[src/rtl/w_reg_writer_pkg.sv]
// w_reg_writer_pkg: write-data source and load-type codes shared by the controller and the W stage.
package w_reg_writer_pkg;
  typedef enum logic [2:0] {
    WD_ALU = 3'd0,
    WD_DM  = 3'd1,
    WD_PC8 = 3'd2,
    WD_MDU = 3'd3
  } wdSel_e;
  typedef enum logic [2:0] {
    LD_W  = 3'd0,
    LD_B  = 3'd1,
    LD_BU = 3'd2,
    LD_H  = 3'd3,
    LD_HU = 3'd4
  } loadType_e;
  typedef enum logic {
    EMPTY = 1'b0,
    FULL  = 1'b1
  } slot_e;
  typedef struct packed {
    logic        regWrite;
    logic [4:0]  regAddr;
    logic [31:0] data;
    logic [31:0] pc;
  } wReg_t;
  localparam logic [31:0] PC8_OFFSET = 32'd8;
  function automatic logic loadTypeLegal(input logic [2:0] loadType);
    return loadType <= LD_HU;
  endfunction
endpackage

[src/rtl/w_reg_writer_load_ext.sv]
// w_load_ext: combinational byte/halfword select and sign/zero extension of an aligned load word.
module w_load_ext
  import w_reg_writer_pkg::*;
(
  input  logic [31:0] word,
  input  logic [1:0]  offset,
  input  logic [2:0]  loadType,
  output logic [31:0] extWord
);
  logic [31:0] shifted;
  logic [7:0]  byteSel;
  logic [15:0] halfSel;
  always_comb begin
    shifted = word >> {offset, 3'b000};
    byteSel = shifted[7:0];
    halfSel = offset[1] ? word[31:16] : word[15:0];
    extWord = loadType == LD_W  ? word :
              loadType == LD_B  ? {{24{byteSel[7]}}, byteSel} :
              loadType == LD_BU ? {24'b0, byteSel} :
              loadType == LD_H  ? {{16{halfSel[15]}}, halfSel} :
              loadType == LD_HU ? {16'b0, halfSel} : 32'b0;
  end
endmodule

[src/rtl/w_reg_writer.sv]
// w_reg_writer: M->W pipeline register producing the GRF write port and a retired-instruction count.
// Optional macro W_WB_TRACE_EN prints each committed register write.
module w_reg_writer
  import w_reg_writer_pkg::*;
(
  input  logic        clk,
  input  logic        reset,
  input  logic        M_valid,
  input  logic        M_RegWrite,
  input  logic [4:0]  M_RegAddr,
  input  logic [2:0]  M_WDSel,
  input  logic [2:0]  M_LoadType,
  input  logic [1:0]  M_ByteOff,
  input  logic [31:0] M_ALUResult,
  input  logic [31:0] M_DMRData,
  input  logic [31:0] M_MDUResult,
  input  logic [31:0] M_PC,
  input  logic        W_stall,
  input  logic        W_flush,
  output logic        CU_EN_RegWrite,
  output logic [4:0]  WriteRegAddr,
  output logic [31:0] WriteData,
  output logic [31:0] W_PC,
  output logic        W_valid,
  output logic [31:0] RetireCount
);
  slot_e       state, stateNext;
  wReg_t       wReg, wRegNext;
  logic [31:0] retireCount, loadData, selData;
  logic        legal, retire;

  w_load_ext uLoadExt (
    .word     (M_DMRData),
    .offset   (M_ByteOff),
    .loadType (M_LoadType),
    .extWord  (loadData)
  );

  // Reserved source or load codes commit nothing: zero data, write enable dropped.
  always_comb begin
    legal     = M_WDSel == WD_ALU || M_WDSel == WD_PC8 || M_WDSel == WD_MDU ||
                (M_WDSel == WD_DM && loadTypeLegal(M_LoadType));
    selData   = M_WDSel == WD_ALU ? M_ALUResult :
                M_WDSel == WD_DM  ? loadData :
                M_WDSel == WD_PC8 ? M_PC + PC8_OFFSET :
                M_WDSel == WD_MDU ? M_MDUResult : 32'b0;
    stateNext = W_flush ? EMPTY : W_stall ? state : (M_valid ? FULL : EMPTY);
    wRegNext  = W_flush ? wReg_t'('0) :
                W_stall ? wReg :
                wReg_t'{regWrite: M_RegWrite && legal, regAddr: M_RegAddr,
                        data: legal ? selData : 32'b0, pc: M_PC};
    retire    = state == FULL && !W_stall && !W_flush;
  end

  always_ff @(posedge clk or posedge reset) begin
    if (reset) begin
      state       <= EMPTY;
      wReg        <= '0;
      retireCount <= '0;
    end else begin
      state       <= stateNext;
      wReg        <= wRegNext;
      retireCount <= retireCount + {31'b0, retire};
    end
  end

  assign W_valid        = state == FULL;
  assign CU_EN_RegWrite = W_valid && wReg.regWrite && (wReg.regAddr != 5'd0);
  assign WriteRegAddr   = wReg.regAddr;
  assign WriteData      = wReg.data;
  assign W_PC           = wReg.pc;
  assign RetireCount    = retireCount;

`ifdef W_WB_TRACE_EN
  always @(posedge clk) begin
    if (CU_EN_RegWrite && !W_stall)
      $display("@%h: $%d <= %h", W_PC, WriteRegAddr, WriteData);
  end
`endif
endmodule

[config.mk]
export PLATFORM = sky130hd
export DESIGN_NAME = w_reg_writer
export DESIGN_NICKNAME = d
export VERILOG_FILES = /design/src/rtl/w_reg_writer_pkg.sv /design/src/rtl/w_reg_writer_load_ext.sv /design/src/rtl/w_reg_writer.sv
export SDC_FILE = /design/constraint.sdc
export NUM_CORES = 1
export LEC_CHECK = 0
export ABC_AREA = 1
export BUFFER_PORTS_ARGS = -buffer_cell sky130_fd_sc_hd__buf_2
export CAP_MARGIN = 20
export CORE_MARGIN = 2
export CORE_UTILIZATION = 56
export DETAILED_ROUTE_END_ITERATION = 10
export HOLD_SLACK_MARGIN = 0.08
export MAX_ROUTING_LAYER = met4
export PLACE_DENSITY = 0.88
export RECOVER_POWER = 100
export SETUP_SLACK_MARGIN = 0.1
export SLEW_MARGIN = 20
export SYNTH_ARGS = -nofsm -noshare
export SYNTH_HDL_FRONTEND = slang
export SYNTH_HIERARCHICAL = 1
export SYNTH_SLANG_ARGS = --single-unit
[constraint.sdc]
create_clock -name clk -period 9.1 [get_ports clk]
set_input_delay 1.82 -clock clk [delete_from_list [all_inputs] [get_ports clk]]
set_output_delay 1.82 -clock clk [all_outputs]
set_load 0.01 [all_outputs]
After elaboration in Yosys (flattened, before gate mapping) --
Cells that the tools add are included.
Cells by class: $add $sub $neg 2, multipliers 0, divide/modulo/power cells 0, $lt $le $gt $ge 1, equal/unequal tests 8, shift-type cells 1, mux-type cells 16, bitwise logic cells 0, reductions and logical operators 14
Operators by type and width (count):
- 32-bit two-way mux | 9
- 70-bit two-way mux | 2
- 32-bit by 1-bit adder with 32-bit output | 1
- 32-bit by 4-bit adder with 32-bit output, second input constant | 1
- 16-bit two-way mux | 2
- 32-bit by 5-bit >> shifter with 8-bit output | 1
- 3-bit by 2-bit equality test with 1-bit output, second input constant | 4
- 3-bit by 1-bit equality test with 1-bit output, second input constant | 2
- 1-bit logical AND | 6
- 3-bit logical NOT | 2
- 5-bit nonzero test | 1
- 3-bit equality test, second input constant | 1
- 3-bit less-or-equal comparator, second input constant | 1
- 1-bit logical OR | 3
- 1-bit two-way mux | 3
- 1-bit logical NOT | 2
- 2-bit by 1-bit inequality test with 1-bit output, second input constant | 1
Word-level totals: register bits after elaboration 103, bits in latches 0, RAM bits 0, memory bits (read-only) 0, input port bits 147, output and inout bits 103, logic and storage cells 48, memories kept 0

Logic depth before layout (Yosys ltp) --
depth after elaboration 11, gate-level depth with buffers 14, mapped depth without buffers 13

By module --
The synthesis kept the hierarchy.
Modules (own cells, without submodules):
- w_reg_writer | times used 1, cells an instance 879, area an instance 6496.2 um2, seq. area each 2577.5 um2
- w_load_ext | times used 1, cells an instance 181, area an instance 944.7 um2, seq. area each 0.0 um2

Least setup slack after synthesis --
Ideal clock, no wire load.
kind input to register, start point input port W_stall, end point register retireCount[26] (netlist: RetireCount[26]), setup time 0.126 ns, arrival time 3.525 ns, required time 8.974 ns, setup slack 5.448 ns, cell stages on the path 14, buffers on the path 1, cells stage by stage nor2_4 > inv_2 > clkbuf_1 > nor2_1 > ha_1 > ha_1 > inv_1 > nor2_2 > nand3_2 > inv_2 > nand4_4 > nor2_4 > nand3_1 > xnor2_1
Between the ends: cells in the longest elaborated chain, start to end 4
Ends and longest elaborated chain:
- start, declared | RTL line w_reg_writer.sv:18 | input logic W_stall,
- 1-bit logical NOT | RTL line w_reg_writer.sv:52 | retire = state == FULL && !W_stall && !W_flush;
- 1-bit logical AND (2 in a row) | RTL line w_reg_writer.sv:52
- 32-bit by 1-bit adder with 32-bit output | RTL line w_reg_writer.sv:63 | retireCount <= retireCount + {31'b0, retire};
- end signal, assigned | RTL line w_reg_writer.sv:63
- end, declared | RTL line w_reg_writer.sv:29 | logic [31:0] retireCount, loadData, selData;
Every way passes these cells. A chain may end at the register's enable or synchronous reset.

Worst setup path after layout --
start point input port W_flush, end point register retireCount[26] (netlist: RetireCount[26])
Between the ends: cells in the longest elaborated chain, start to end 3
Ends and longest elaborated chain:
- start, declared | RTL line w_reg_writer.sv:19 | input logic W_flush,
- 1-bit logical NOT | RTL line w_reg_writer.sv:52
- 1-bit logical AND | RTL line w_reg_writer.sv:52
- 32-bit by 1-bit adder with 32-bit output | RTL line w_reg_writer.sv:63
Every way passes these cells.

==> results.toml <==
[yosys]
synth.area.top_cells = "dfrtp_1 (35%), nand2_1 (19%), buf_4 (7.2%)"
synth_area_leader_cell = "dfrtp_1"
synth_area_per_cell_sq_um = 7.02
synth_ff_type = "dfrtp_1"
synth.cell_area_sq_um = 7440
synth_top_area_share_pct = 34.6
ys_warn_count = 6
synth-edff-count = 0
syn_inst = 1060
async_flop_share_pct = 100
synth_most_common_cell = "nand2_1"
synth_fp_nets = 1210
synth.distinct_cells = 40
yosys-top-cells-count = "nand2_1 (371), dfrtp_1 (103), nor2_1 (85)"
synth-seq-cells = 103
ys_seq_area_share_pct = 34.6

[cells_and_area]
synthToLayoutAreaGrowth_pct = 12.1
multi_input_area_sq_um = 3810
fillerInstances = 1252
fin_util_pct = 63.8
ff_latch_area_sq_um = 2580
stdcell_count = 1403
design_area_sq_um = 8340
fin_nets = 1367
drive_gt1_share_pct = 18.1

[cts]
cts_resized = 0
cts_tree = "yes"
h-tree-depth = 3
clkTransAtPathRegs_ps = 70
cts.sink_count = 103
cts_buffers = 9
clk_latency_ps = 360
clock-root-buffer = "clkbuf_16"
hold_buffers = 0
cts_max_path_buffers = 2
cts_setup_buffers = 0

[power]
seqPwrFrac_pct = 45.8
comb_power_share_pct = 18.9
ir_drop_v = 0.0000943
p_per_area_nw_per_um2 = 130
netSwitchingFraction_pct = 31.1
p_int_mw = 0.747
p_leak_nw = 4.51
power_switching_mw = 0.338
pwr-share-clk_pct = 35.3

[sta]
slew_violations = 69
fmax_mhz = 194
setup_tns_ps = 0
maxSlewHeadroom_pct = -97.8
hold_violations = 0
period_minus_slack_ps = 5140
fin_crit_sh_pct = 56.5
worstMarginPinSlew_ps = 2970
rsz0062_at_grt = "no"
final.setup_skew_ps = 7.83
setup_violations = 0

[routing]
drt-initial-drc-count = 630
num_vias = 7540
routedWlPerCell_um = 16.4
avgViaCountPerCell = 5.37
first_pass_iters = 5
ant_nets = 0
drcViolationCount = 0
routed_wl_um = 23100

[placed_design]
globalplace.congestion = 1.02
dp_hpwl_um = 17700
port_buffers = 249
placedCellCount = 1382
placed_area_sq_um = 8240

[critical_path]
criticalPathCategory = "input pin to register"
arrival_ps = 5390
max_stage_delay_ps = 850
crit_path_end_kind = "register"
required_ps = 9350
cp_slowest_cell = "nor2_1"
critPathLaunchType = "input pin"
path_buf_inv = 4
critPathTopFamily = "simple AND/OR/NAND/NOR gates"
worstPathMaxFanout = 23
crit_chain = "clkbuf_1 -> nor2_1 -> inv_1 -> nor2_1 -> ha_1 -> ha_1 -> inv_1 -> nor2_1 -> nand3_1 -> inv_1 -> nand4_1 -> nor2_1 -> nand3_1 -> xnor2_1"
crit_path_frequent_cell = "nor2_1"

[floorplanning]
dieArea_sq_um = 14200
boundaryPins = 250
die_y_um = 119
die_w_um = 119
initial_core_util_pct = 56.9
core_sq_um = 13100
std_cell_rows = 42

[run_status]
status = "finished with violations"
failed_checks = "max-capacitance violations, max-slew violations"

[hold_path]
min_path_type = "register to register"

[global_routing]
grt_usage_pct = 34.1
grt_pass1_wl_um = 37200
grt-ovfl-total = 0
grt_max_degree = 77
antenna_found_initial = 5
grt_pass1_vias = 7256

[flow_run]
maxCapViolCount = 1
-- worst register-to-register path, cell delays in order, from the launching register on --
cell	delay [ps]
dfrtp_1	360
inv_1	80
nor2_1	110
ha_1	230
ha_1	200
inv_1	50
nor2_1	150
nand3_1	150
inv_1	140
nand4_1	180
nor2_1	330
nand3_1	180
xnor2_1	160
-- metrics by stage --
step | setup WS, ps | power, mW | hold slack (ps)
final | 3960 | 1.09 | 468
after global routing | 3540 | 1.13 | 488
after CTS | 5210 | 1.09 | 472
after detailed placement | 4900 | 0.715 | 460
after global placement | 4950 | 0.712 | 456
after floorplan | 4580 | 0.635 | 443
-- cell type report --
type                    instances  share of cell area (%)
flip-flops and latches        103                    30.9
clock inverters                 6                   0.600
inverters                      73                    3.36
clock buffers                  10                    2.86
multi-input cells             776                    45.7
repair buffers                254                    13.8
diodes                          5                   0.150
well taps                     176                    2.64
-- cell usage in the layout (no fill, tap or decap), drive strengths merged --
| cell | n |
|---|---|
| o21ai | 57 |
| a21boi | 4 |
| clkbuf | 116 |
| nand4 | 16 |
| a221oi | 4 |
| nor4 | 6 |
| nand3b | 2 |
| inv | 73 |
| a21oi | 43 |
| xnor2 | 14 |
| and2 | 1 |
| nor3 | 7 |
| xor2 | 22 |
| nor2 | 105 |
| nand2 | 382 |
| o211ai | 6 |
| dfrtp | 103 |
| or2 | 4 |
| clkinvlp | 2 |
| a22o | 10 |
| buf | 148 |
| o311ai | 2 |
| mux2i | 3 |
| ha | 3 |
| diode | 5 |
| nand3 | 81 |
| o21a | 4 |
| clkinv | 4 |
-- path summary, 6_finish.rpt --
path	endpoint	cells after the start	from	slack (ps)
max in group asynchronous	WriteData[21]$_DFFE_PP0P_	3	reset	5930
worst min-delay path	RetireCount[31]$_DFF_PP0_	1	RetireCount[31]$_DFF_PP0_	470
min in group asynchronous	W_PC[14]$_DFFE_PP0P_	2	reset	1680
worst max-delay path	RetireCount[26]$_DFF_PP0_	14	W_flush	3960
worst min register to register	RetireCount[31]$_DFF_PP0_	1	RetireCount[31]$_DFF_PP0_	470
worst max register to register	RetireCount[26]$_DFF_PP0_	12	W_valid$_DFFE_PP0P_	6670
-- sequential cells by signal (all words and copies together) (netlist names) --
| name | flops |
|---|---|
| wReg | 1 |
| W_valid | 1 |
| WriteData | 32 |
| RetireCount | 32 |
| W_PC | 32 |
| WriteRegAddr | 5 |
-- logic make-up (layout without fill, tap and decap cells) --
logic type                 count (synthesis)  after routing  synth area share (%)
AOI/OAI and AO/OA                        130            130                  10.2
DFF                                      103            103                  34.6
xor gates and xnor gates                  36             36                  4.24
buffers and inverters                    181            343                  13.5
muxes                                      3              3                 0.404
other                                      0              5                     0
adders and majority gates                  3              3                 0.505
and+or+nand+nor                          604            604                  36.6
-- power by group through the flow --
stage | Sequential [mW] | Clock, mW | Combinational [mW]
CTS | 0.496 | 0.386 | 0.211
global placement | 0.504 | 0 | 0.208
global route | 0.499 | 0.405 | 0.229
detailed placement | 0.505 | 0 | 0.210
finish | 0.497 | 0.383 | 0.205
floorplan | 0.504 | 0 | 0.131
-- metal layers --
layer	wire, um	global-route usage, %	vias to the layer above	part of all wire (%)
met4	658	11.7	0	2.9
met1	9740	45.3	3423	42
li1	-	-	3664	-
met3	1950	5.60	53	8.5
met5	0	-	-	0
met2	10700	53.2	400	46
No activity file was read; power rests on OpenSTA's default activity.
